--- src/rtl/sync_tx_fifo_pkg.sv ---
// Shared widths and types for the transmit-side elastic buffer.
// Also holds the shared data-word MSB and the default buffer depth.
package sync_tx_fifo_pkg;
  localparam int unsigned DATA_MSB        = 7;
  localparam int unsigned FIFO_DEPTH_LOG2 = 2;
  localparam int unsigned DATA_W          = DATA_MSB + 1;

  typedef logic [DATA_MSB:0] word_t;
endpackage

--- src/rtl/sync_tx_fifo_if.sv ---
// Producer-side write bus and synchronizer-side data/valid bus.
// Master drives the request half of each bus.
interface sync_tx_wr_if;
  import sync_tx_fifo_pkg::*;
  logic  wr_en;
  word_t wr_data;
  logic  wr_full;

  modport master (output wr_en, output wr_data, input  wr_full);
  modport slave  (input  wr_en, input  wr_data, output wr_full);
endinterface

interface sync_tx_sync_if;
  import sync_tx_fifo_pkg::*;
  word_t out_data;
  logic  v;
  logic  f;

  modport master (output out_data, output v, input  f);
  modport slave  (input  out_data, input  v, output f);
endinterface

--- src/rtl/sync_tx_fifo_mem.sv ---
// Register-array storage: one synchronous write port, one asynchronous read port.
module fifo_mem
  import sync_tx_fifo_pkg::*;
#(
  parameter int unsigned DEPTH_LOG2 = FIFO_DEPTH_LOG2
) (
  input  logic                  clk,
  input  logic                  we_i,
  input  logic [DEPTH_LOG2-1:0] waddr_i,
  input  word_t                 wdata_i,
  input  logic [DEPTH_LOG2-1:0] raddr_i,
  output word_t                 rdata_c
);
  localparam int unsigned DEPTH = 1 << DEPTH_LOG2;

  word_t mem_q [DEPTH];

  // Storage is not reset; validity is tracked by the occupancy count.
  always_ff @(posedge clk) begin
    if (we_i) mem_q[waddr_i] <= wdata_i;
  end

  assign rdata_c = mem_q[raddr_i];
endmodule

--- src/rtl/sync_tx_fifo.sv ---
// Transmit-domain elastic buffer feeding the four-phase synchronizer;
// releases the head word whenever the synchronizer is not busy.
module sync_tx_fifo
  import sync_tx_fifo_pkg::*;
#(
  parameter int unsigned DEPTH_LOG2 = FIFO_DEPTH_LOG2
) (
  input  logic                clk,
  input  logic                reset,
  sync_tx_wr_if.slave         wr,
  sync_tx_sync_if.master      tx,
  output logic [DEPTH_LOG2:0] count,
  output logic                ovf
);
  localparam int unsigned DEPTH = 1 << DEPTH_LOG2;
  localparam int unsigned CNT_W = DEPTH_LOG2 + 1;

  logic [DEPTH_LOG2-1:0] rd_ptr_q, rd_ptr_d;
  logic [DEPTH_LOG2-1:0] wr_ptr_q, wr_ptr_d;
  logic [CNT_W-1:0]      count_q,  count_d;
  logic                  ovf_q,    ovf_d;

  logic  full_c, v_c, push_c, pop_c;
  word_t rdata_c;

  assign full_c = (count_q == CNT_W'(DEPTH));
  assign v_c    = (count_q != '0);
  assign push_c = wr.wr_en & ~full_c;
  assign pop_c  = v_c & ~tx.f;

  always_comb begin
    rd_ptr_d = rd_ptr_q;
    wr_ptr_d = wr_ptr_q;
    count_d  = count_q;
    ovf_d    = ovf_q | (wr.wr_en & full_c);
    if (push_c) wr_ptr_d = wr_ptr_q + DEPTH_LOG2'(1);
    if (pop_c)  rd_ptr_d = rd_ptr_q + DEPTH_LOG2'(1);
    unique case ({push_c, pop_c})
      2'b10:   count_d = count_q + CNT_W'(1);
      2'b01:   count_d = count_q - CNT_W'(1);
      default: count_d = count_q;
    endcase
  end

  always_ff @(posedge clk or negedge reset) begin
    if (!reset) begin
      rd_ptr_q <= '0;
      wr_ptr_q <= '0;
      count_q  <= '0;
      ovf_q    <= 1'b0;
    end else begin
      rd_ptr_q <= rd_ptr_d;
      wr_ptr_q <= wr_ptr_d;
      count_q  <= count_d;
      ovf_q    <= ovf_d;
    end
  end

  fifo_mem #(.DEPTH_LOG2(DEPTH_LOG2)) u_mem (
    .clk     (clk),
    .we_i    (push_c),
    .waddr_i (wr_ptr_q),
    .wdata_i (wr.wr_data),
    .raddr_i (rd_ptr_q),
    .rdata_c (rdata_c)
  );

  // Head word is masked to zero while empty so stale storage never leaks out.
  assign tx.out_data = v_c ? rdata_c : '0;
  assign tx.v        = v_c;
  assign wr.wr_full  = full_c;
  assign count       = count_q;
  assign ovf         = ovf_q;
endmodule

--- src/flat_wrapper.sv ---
// flat-port wrapper written by rule: the top's interface ports become plain ports
module sync_tx_fifo_flat import sync_tx_fifo_pkg::*;
#(
  parameter int unsigned DEPTH_LOG2 = FIFO_DEPTH_LOG2
)
  (clk, reset, count, ovf, wr_wr_en, wr_wr_data, wr_wr_full, tx_out_data, tx_v, tx_f);
  sync_tx_wr_if wr_i ();
  sync_tx_sync_if tx_i ();
  input  logic clk;
  input  logic reset;
  output logic [DEPTH_LOG2:0] count;
  output logic ovf;
  input wire logic [$bits(wr_i.wr_en)-1:0] wr_wr_en;
  input wire logic [$bits(wr_i.wr_data)-1:0] wr_wr_data;
  output wire logic [$bits(wr_i.wr_full)-1:0] wr_wr_full;
  output wire logic [$bits(tx_i.out_data)-1:0] tx_out_data;
  output wire logic [$bits(tx_i.v)-1:0] tx_v;
  input wire logic [$bits(tx_i.f)-1:0] tx_f;
  assign wr_i.wr_en = wr_wr_en;
  assign wr_i.wr_data = wr_wr_data;
  assign wr_wr_full = wr_i.wr_full;
  assign tx_out_data = tx_i.out_data;
  assign tx_v = tx_i.v;
  assign tx_i.f = tx_f;
  sync_tx_fifo #(.DEPTH_LOG2(DEPTH_LOG2)) u_core (.clk(clk), .reset(reset), .wr(wr_i), .tx(tx_i), .count(count), .ovf(ovf));
endmodule
--- config.mk ---
export PLATFORM = sky130hd
export DESIGN_NAME = sync_tx_fifo_flat
export DESIGN_NICKNAME = d
export VERILOG_FILES = /design/src/rtl/sync_tx_fifo_pkg.sv /design/src/rtl/sync_tx_fifo_if.sv /design/src/rtl/sync_tx_fifo_mem.sv /design/src/rtl/sync_tx_fifo.sv /design/src/flat_wrapper.sv
export SDC_FILE = /design/constraint.sdc
export NUM_CORES = 1
export LEC_CHECK = 0
export CAP_MARGIN = 20
export CELL_PAD_IN_SITES_DETAIL_PLACEMENT = 1
export CELL_PAD_IN_SITES_GLOBAL_PLACEMENT = 1
export CORE_ASPECT_RATIO = 1.25
export CORE_UTILIZATION = 33
export CTS_BUF_LIST = sky130_fd_sc_hd__clkbuf_16
export CTS_CLUSTER_DIAMETER = 100
export DETAILED_ROUTE_END_ITERATION = 16
export GPL_TIMING_DRIVEN = 0
export HOLD_SLACK_MARGIN = 0.06
export PLACE_DENSITY_LB_ADDON = 0.3
export SKIP_CTS_REPAIR_TIMING = 1
export SLEW_MARGIN = 20
export SYNTH_ARGS = -nofsm -noshare
export SYNTH_HDL_FRONTEND = slang
export SYNTH_SLANG_ARGS = --single-unit
--- constraint.sdc ---
create_clock -name clk -period 2.35 [get_ports clk]
set_input_delay 0.3525 -clock clk [delete_from_list [all_inputs] [get_ports clk]]
set_output_delay 0.3525 -clock clk [all_outputs]
set_load 0.01 [all_outputs]
==> run summary, run 1 <==
CTS buffer count - 5
via count - 870
chip height - 83.8 µm
H-tree levels - 2
largest family of logic cells by synthesized area - simple AND/OR/NAND/NOR gates
post-route cell area - 0.00224 mm²
final-stage net count - 142
syn nets - 110
PwrDens - 1340 mW/mm²
DP Area - 0.00210 mm²
mux cell area share after synthesis - 11.0%
TritonCTS clock tree - done
Yosys cell types - 21
type of the worst min-delay path - input port to async pin
TritonRoute pass-1 iters - 4
pre-CTS setup slack - 0.249 ns
P_int - 2.10 mW
register area - 0.00116 mm²
post-synth top area cell - edfxtp_1
Seq/Total Area, Yosys - 65.7%
pin count of the biggest net entering global routing - 14
initial antenna violation count - 0
Filler cells - 509
Worst VDD drop - 0.447 mV
Worst-Skew Late Latency - 0.28 ns
endpoints failing hold - 0
Reg power frac - 35.2%
DRC Markers - 0
clk buf depth - 2
top-count cell post-synth - edfxtp_1
critical-path cell with the highest stage delay - mux4_2
# IOs - 26
Critical Path End Type - output port
first-pass GRT wire length - 4.67 mm
fin worst setup slack - 0.0690 ns
WP data arrival - 1.93 ns
main flop type after synthesis - edfxtp_1
max-cap viol count - 0
share of flip-flops with an asynchronous set or reset - 20.0%
area grow syn2layout - 26.9%
Final Cycle Share - 97.1%
CP max FO - 10
remaining global-route overflow - 0
CP Launch Type - flop
Total GRT Usage - 12.3%
Core ar. - 0.00512 mm²
num rows - 29
clk_skew - 0.00366 ns
sw frac - 30.0%
Synth Area in Compound Gates - 0.778%
Final min period - 2.28 ns
fmax - 438 MHz
die area - 0.00566 mm²
DR WL/cell - 15.9 µm
static leakage - 0.838 nW
adder-cell share of the synthesized area - 4.67%
slowest cell delay on critical path - 0.52 ns
net switching power - 0.900 mW
Synth top area share - 54.4%
post-detailed-placement half-perimeter wirelength - 2.06 mm
CP Cell Sequence - buf_8, mux4_2, nor2b_4, clkdlybuf4s50_1
Post-Synth XOR/XNOR Area - 2.97%
RSZ-0062 raised after global routing - false
Synth area leaders - edfxtp_1 (54%), dfrtp_1 (11%), mux4_2 (10%), nor2b_4 (7.0%), ha_1 (3.5%)
worst hold slack - 0.355 ns
number of global-route vias before repair - 949
Post-Synthesis Cells - 92
Avg Cell Area, Syn - 19.2 µm²
Commonest cells post-synth - edfxtp_1 (32), nor2b_4 (9), dfrtp_1 (8), mux4_2 (8), inv_1 (7)
GPL Wtd Cong - 0.709
Sink Count - 40
buffers added on ports - 25
routed vias/inst - 4.65
Cells after DPL - 179
die extent in x - 67.5 µm
Multi-input gate area - 553 µm²
total power draw - 3.00 mW
CTS Root Cell - clkbuf_16
setup violators final - 0
#FFs+latches synth - 40
Finished Core Util - 43.8%
Clock power frac - 21.6%
WS Path Type - flop to output port
post-route ant nets - 0
Max Slew Vio Count - 0
Ys Warns - 0
clk slew on worst S/H paths - 0.06 ns
outcome - complete, no violations
Post-Layout Cell Count - 187
ant diodes - 0
final wirelength - 2.98 mm
Simple-Gate Fraction of Synth Area - 11.8%
Gate power share - 43.2%
initial drt markers - 35
Post-synth EDFFs - 32
Setup TNS - 0 ns
synthesized area - 0.00177 mm²
Starting Density - 34.6%
Worst Tran Pin Value - 0.373 ns
layout cell share with drive strength beyond 1 - 29.6%
Worst Path Required - 2.00 ns
Slew HR - 75.1%
[cell families (layout without fill, tap and decap cells)]
| logic type | Yosys count | after routing |
|---|---|---|
| buffers and inverters | 10 | 43 |
| AND/OR/NAND/NOR | 19 | 19 |
| XOR/XNOR | 6 | 6 |
| adder cells (fa/ha/maj) | 6 | 6 |
| flip-flops | 40 | 40 |
| multiplexers | 9 | 9 |
| AO/OA/AOI/OAI | 2 | 2 |
[cell usage in the layout (no fill, tap or decap)]
cell,count
a21o_2,1
and2_2,4
buf_6,1
buf_8,1
clkbuf_16,5
clkbuf_2,1
clkdlybuf4s50_1,25
clkinv_2,2
clkinv_4,1
dfrtp_1,8
edfxtp_1,32
fa_1,1
ha_1,5
inv_1,7
mux2_4,1
mux4_2,8
nand2_1,1
nor2_1,1
nor2_4,1
nor2b_4,9
nor3_2,1
nor3b_1,1
nor3b_4,1
o21ai_0,1
xnor2_1,2
xor2_1,4
[final timing paths]
| path | startpoint | endpoint | slack (ns) | cells after the start |
|---|---|---|---|---|
| min in group clk | u_core.ovf | u_core.ovf | 0.46 | 1 |
| worst min-delay path | reset | u_core.rd_ptr_q[1] | 0.35 | 1 |
| worst min register to register | u_core.ovf | u_core.ovf | 0.46 | 1 |
| max in group asynchronous | reset | u_core.rd_ptr_q[0] | 1.73 | 1 |
| worst max-delay path | u_core.rd_ptr_q[0] | tx_out_data[5] | 0.07 | 4 |
| worst max register to register | u_core.count[0] | u_core.count[2] | 0.33 | 9 |
[power by group through the flow]
stage	clock network (mW)	registers, mW	logic, mW
3_5_place_dp	0	1.07	1.32
2_1_floorplan	0	1.06	0.832
3_3_place_gp	0	1.05	1.28
6_report	0.648	1.05	1.30
5_1_grt	0.689	1.07	1.41
4_1_cts	0.666	1.06	1.33
[layer usage]
| layer | global-route usage (%) | up-vias | wire length [µm] |
|---|---|---|---|
| li1 | - | 395 | - |
| met1 | 13.0 | 451 | 1140 |
| met2 | 20.3 | 19 | 1660 |
| met3 | 3.69 | 5 | 108 |
| met4 | 8.12 | 0 | 68 |
| met5 | 0 | - | 0 |
[registers in the layout, indices dropped and copies added, names as in the netlist]
signal,count
u_core.u_mem.mem_q,32
u_core.count,3
u_core.rd_ptr_q,2
u_core.wr_ptr_q,2
u_core.ovf,1
[worst max-delay path, delay by kind of cell (launching register included)]
family | cells | cell delay [ns]
buffers and inverters | 2 | 0.65
muxes | 1 | 0.52
DFF | 1 | 0.35
and+or+nand+nor | 1 | 0.14
[cell type report]
| cell class | count | share of cell area [%] |
|---|---|---|
| flip-flops and latches | 40 | 51.8 |
| multi-input cells | 42 | 24.7 |
| repair buffers | 25 | 11.2 |
| clock buffers | 5 | 5.58 |
| well taps | 62 | 3.46 |
| plain buffers | 3 | 1.39 |
| inverters | 7 | 1.17 |
| clock inverters | 3 | 0.837 |
Power figures use the tool's default switching activity.
==> run 2, diff against run 1 <==
SLEW_MARGIN = 0   (was 20)
==> results of run 2 <==
No change in the layout: final DEF, timing and power equal those of run 1.
==> run 3, diff against run 2 <==
CORE_UTILIZATION = 25   (was 33)
SYNTH_HIERARCHICAL = 1   (was unset)
==> run summary, run 3 <==
chip height - 92.8 µm (+11%)
Seq/Total Area, Yosys - 70.5% (+4.8 points)
Worst-Skew Late Latency - 0.27 ns (about the same)
share of flip-flops with an asynchronous set or reset - 20.0% (unchanged)
via count - 839 (-3.6%)
number of global-route vias before repair - 968 (+2.0%)
Max Slew Vio Count - 0 (unchanged)
top-count cell post-synth - edfxtp_1
Worst VDD drop - 0.508 mV (+14%)
syn nets - 101 (-8.2%)
static leakage - 0.811 nW (-3.2%)
Worst Path Required - 2.00 ns (about the same)
Synth top area share - 58.3% (+4.0 points)
clk slew on worst S/H paths - 0.06 ns (about the same)
TritonRoute pass-1 iters - 3 (-1)
die area - 0.00692 mm² (+22%)
initial drt markers - 70 (+100%)
layout cell share with drive strength beyond 1 - 21.1% (-8.5 points)
die extent in x - 74.6 µm (+11%)
Core ar. - 0.00629 mm² (+23%)
WP data arrival - 1.92 ns (about the same)
Ys Warns - 6 (+6)
max-cap viol count - 0 (unchanged)
fmax - 440 MHz (+0.36%)
Final Cycle Share - 96.7% (-0.35 points)
synthesized area - 0.00165 mm² (-6.8%)
Yosys cell types - 22 (+4.8%)
DP Area - 0.00201 mm² (-4.1%)
clk buf depth - 2 (unchanged)
pin count of the biggest net entering global routing - 13 (-1)
#FFs+latches synth - 40 (unchanged)
Post-Synthesis Cells - 87 (-5.4%)
pre-CTS setup slack - 0.150 ns (-0.0993 ns)
Starting Density - 26.2% (-8.3 points)
num rows - 32 (+10%)
Post-synth EDFFs - 32 (unchanged)
post-detailed-placement half-perimeter wirelength - 2.10 mm (+1.8%)
area grow syn2layout - 33.8%
routed vias/inst - 4.03 (-13%)
initial antenna violation count - 0 (unchanged)
Final min period - 2.27 ns (-0.00812 ns)
final-stage net count - 136 (-4.2%)
H-tree levels - 2 (unchanged)
Critical Path End Type - output port
DRC Markers - 0 (unchanged)
CTS Root Cell - clkbuf_16
ant diodes - 0 (unchanged)
Commonest cells post-synth - edfxtp_1 (32), dfrtp_1 (8), mux4_2 (8), nor2b_1 (8)
buffers added on ports - 25 (unchanged)
GPL Wtd Cong - 0.664 (-6.4%)
most frequent cells in the layout - edfxtp_1 (32), clkdlybuf4s50_1 (23), nor2b_1 (8), dfrtp_1 (8), mux4_2 (8)
CTS buffer count - 5 (unchanged)
Largest Register - u_core/u_mem/mem_q
CP max FO - 8 (-2)
TritonCTS clock tree - done
clk_skew - 0.00436 ns (+0.000701 ns)
type of the worst min-delay path - input port to async pin
DR WL/cell - 15.0 µm (-6.0%)
endpoints failing hold - 0 (unchanged)
post-route cell area - 0.00220 mm² (-1.7%)
first-pass GRT wire length - 4.97 mm (+6.5%)
PwrDens - 1350 mW/mm² (+0.90%)
WS Path Type - flop to output port
max reg flops - 32 (unchanged)
Avg Cell Area, Syn - 18.9 µm² (-1.4%)
# IOs - 26 (unchanged)
Worst Tran Pin Value - 0.837 ns (+0.465 ns)
Sink Count - 40 (unchanged)
post-synth top area cell - edfxtp_1
main flop type after synthesis - edfxtp_1
final wirelength - 3.11 mm (+4.5%)
fin worst setup slack - 0.0771 ns (+0.00812 ns)
outcome - complete, no violations
most common cell after layout, fill and taps aside - edfxtp_1
RSZ-0062 raised after global routing - false
Synth area leaders - edfxtp_1 (58%), dfrtp_1 (12%), mux4_2 (11%), nor2b_1 (3.0%), xor2_1 (2.7%)
post-route ant nets - 0 (unchanged)
Finished Core Util - 35.1% (-8.8 points)
remaining global-route overflow - 0 (unchanged)
Slew HR - 43.9% (-31 points)
CP Launch Type - flop
setup violators final - 0 (unchanged)
Total GRT Usage - 10.2% (-2.1 points)
## run 3: cell type report
type / count / area [µm²]
plain buffers: 3 / 31.3
clock buffers: 5 / 125
clock inverters: 3 / 38.8
fillers: 653 / 4080
inverters: 5 / 18.8
multi-input cells: 39 / 445
flip-flops and latches: 40 / 1160
well taps: 85 / 106
repair buffers: 28 / 278
## run 3: logic make-up after synthesis
group / Yosys count / share of synthesized area, %
buffers and inverters: 8 / 2.81
adders and majority gates: 2 / 1.97
DFF: 40 / 70.5
xor gates and xnor gates: 7 / 3.72
muxes: 9 / 11.5
and+or+nand+nor: 20 / 9.04
AOI/OAI and AO/OA: 1 / 0.456
## run 3: power breakdown
part	leakage (nW)	switching, mW	total (mW)	internal (mW)
registers	0.384	0.114	1.08	0.966
clock network	0.0850	0.249	0.743	0.494
logic	0.342	0.492	1.15	0.658
total	0.811	0.855	2.97	2.12
## run 3: metrics by stage
stage                     power (mW)  hold slack (ns)  instances  TNS, ns
after floorplan                 1.72           0.0569         87        0
final                           2.97            0.355        208        0
after detailed placement        2.23            0.447        197        0
after CTS                       2.99            0.362        205  -0.0447
after global placement          2.16            0.440        197    -2.36
after global routing            3.16            0.374        208        0
## run 3: worst max-delay path: stages (launching register included)
cell,delay [ns]
dfrtp_1,0.38
buf_8,0.16
mux4_2,0.49
nor2b_1,0.14
clkdlybuf4s50_1,0.48
## run 3: worst paths after layout
| kind | startpoint | endpoint | slack [ns] | cells after the start |
|---|---|---|---|---|
| worst max-delay path | u_core/rd_ptr_q[0] | tx_out_data[6] | 0.08 | 4 |
| worst min-delay path | reset | u_core/count[1] | 0.35 | 1 |
| worst max register to register | u_core/count[0] | u_core/count[2] | 0.22 | 8 |
| worst min register to register | u_core/ovf | u_core/ovf | 0.46 | 1 |
| max in group asynchronous | reset | u_core/wr_ptr_q[0] | 1.73 | 1 |
| min in group clk | u_core/ovf | u_core/ovf | 0.46 | 1 |
## run 3: layer usage
metal / routed length (µm) / up-vias / part of all wire [%] / GRT usage, %
li1: - / 389 / - / -
met4: 50 / 0 / 1.6 / 3.77
met5: 0 / - / 0 / 0
met1: 1230 / 419 / 40 / 11.3
met3: 163 / 6 / 5.2 / 3.37
met2: 1660 / 25 / 53 / 17.8
==> edit: new RTL, config.mk and constraints of run 1 <==
Make the reset (`reset`) synchronous in one clocked block. Comments in the files are not updated.
--- a/src/rtl/sync_tx_fifo.sv
+++ b/src/rtl/sync_tx_fifo.sv
@@ -42,7 +42,7 @@
     endcase
   end
 
-  always_ff @(posedge clk or negedge reset) begin
+  always_ff @(posedge clk) begin
     if (!reset) begin
       rd_ptr_q <= '0;
       wr_ptr_q <= '0;
Behaviour: differs if reset is asserted again (counterexample within 4 cycles, from zero or initial values and one cycle with reset low); with reset held inactive, the same outputs for 10 cycles.
==> edit against run 1 <==
Worst setup slack better by 23 ps; synthesized area up 2.5%; maximum frequency up 1.0%; sequential power down 7%; design area up 3.6%; register-to-register slack worse by 130 ps; via count up 13%; total power down 7.4%; sequential cell count up 2; routed wire length up 14%; critical path type unchanged.
==> edit: results (changes against run 1) <==
metric,value,unit,change
grt_pass1_wl,5.48,mm,+17%
status,completed,,
grt.total_usage,13.6,%,+1.3 points
drive_gt1_share,22.5,%,-7.1 points
synth_common_cells,"32 x edfxtp_1, 10 x dfxtp_1, 8 x mux4_2, 8 x nor2b_4",,
synthArstFlopShare,0,%,-20 points
slowest_delay,500,ps,-20 ps
worstHoldPathType,reg2reg,,
dr.first_iter.drc_count,63,,+80%
grt_pass1_vias,1098,,+16%
vias_per_cell,4.80,,+3.2%
switching_share,29.0,%,-1.0 points
rr_worst_depth,10,,+1
ys_seq_area_share,64.1,%,-1.6 points
crit_fanout,8,,-2
ys_types,26,,+24%
synth_compound_area_share,3.04,%,+2.3 points
use_met3,4.17,%,+0.48 points
syn-num-nets,127,,+15%
place_hpwl,2.41,mm,+17%
clockPowerShare,27.1,%,+5.5 points
grtUsageMet1,15.3,%,+2.3 points
total_power,2.78,mW,-7.4%
finalClockSkew,7.10,ps,+3.44 ps
gp_congestion,0.679,,-4.4%
drt-wirelength-per-cell,16.6,microns,+4.5%
[edit: cell count changes in the layout (fill, tap and decap cells not counted), moves of 3 or more]
| cell | before | now |
|---|---|---|
| or3_1 | 0 | 3 |
| a21boi_1 | 0 | 4 |
| nand2_1 | 1 | 5 |
| and2_2 | 4 | 0 |
| dfxtp_2 | 0 | 3 |
| xor2_1 | 4 | 1 |
| dfxtp_1 | 0 | 7 |
| o21ai_0 | 1 | 4 |
| and2_1 | 0 | 6 |
| dfrtp_1 | 8 | 0 |
[edit: layout make-up]
| cell class | instances | area [sq um] |
|---|---|---|
| Clock inverter | 3 | 37.5 |
| Tap cell | 62 | 77.6 |
| Inverter | 7 | 26.3 |
| Timing Repair Buffer | 25 | 255 |
| Sequential cell | 42 | 1160 |
| Fill cell | 516 | 2860 |
| Buffer | 5 | 46.3 |
| Multi-Input combinational cell | 55 | 592 |
| Clock buffer | 5 | 125 |
[edit: stage by stage]
step	setup WS [ps]	instance area, sq um	std cells
finish	92.2	2320	204
global route	3.06	2320	204
CTS	56.3	2300	204
detailed placement	-47.2	2140	196
global placement	25.0	2140	196
floorplan	161	1810	109
[edit: final timing paths]
kind,startpoint,end,slack [ps]
setup reg to reg,u_core.count[0],u_core.count[2],200
setup / recovery,flip-flop,tx_out_data[5],90
hold reg to reg,u_core.wr_ptr_q[1],u_core.wr_ptr_q[1],500
hold / removal,u_core.wr_ptr_q[1],u_core.wr_ptr_q[1],500
[edit: worst max-delay path, delay by kind of cell (launching register included)]
kind | cells | cell delay (ps)
buf+inv | 2 | 640
flops | 1 | 340
simple gates | 1 | 140
mux | 1 | 500
[edit: routing by layer]
metal / vias to the layer above / routed length [microns]
met5: - / 0
met4: 0 / 69
met3: 5 / 137
met2: 25 / 1870
met1: 491 / 1320
li1: 458 / -
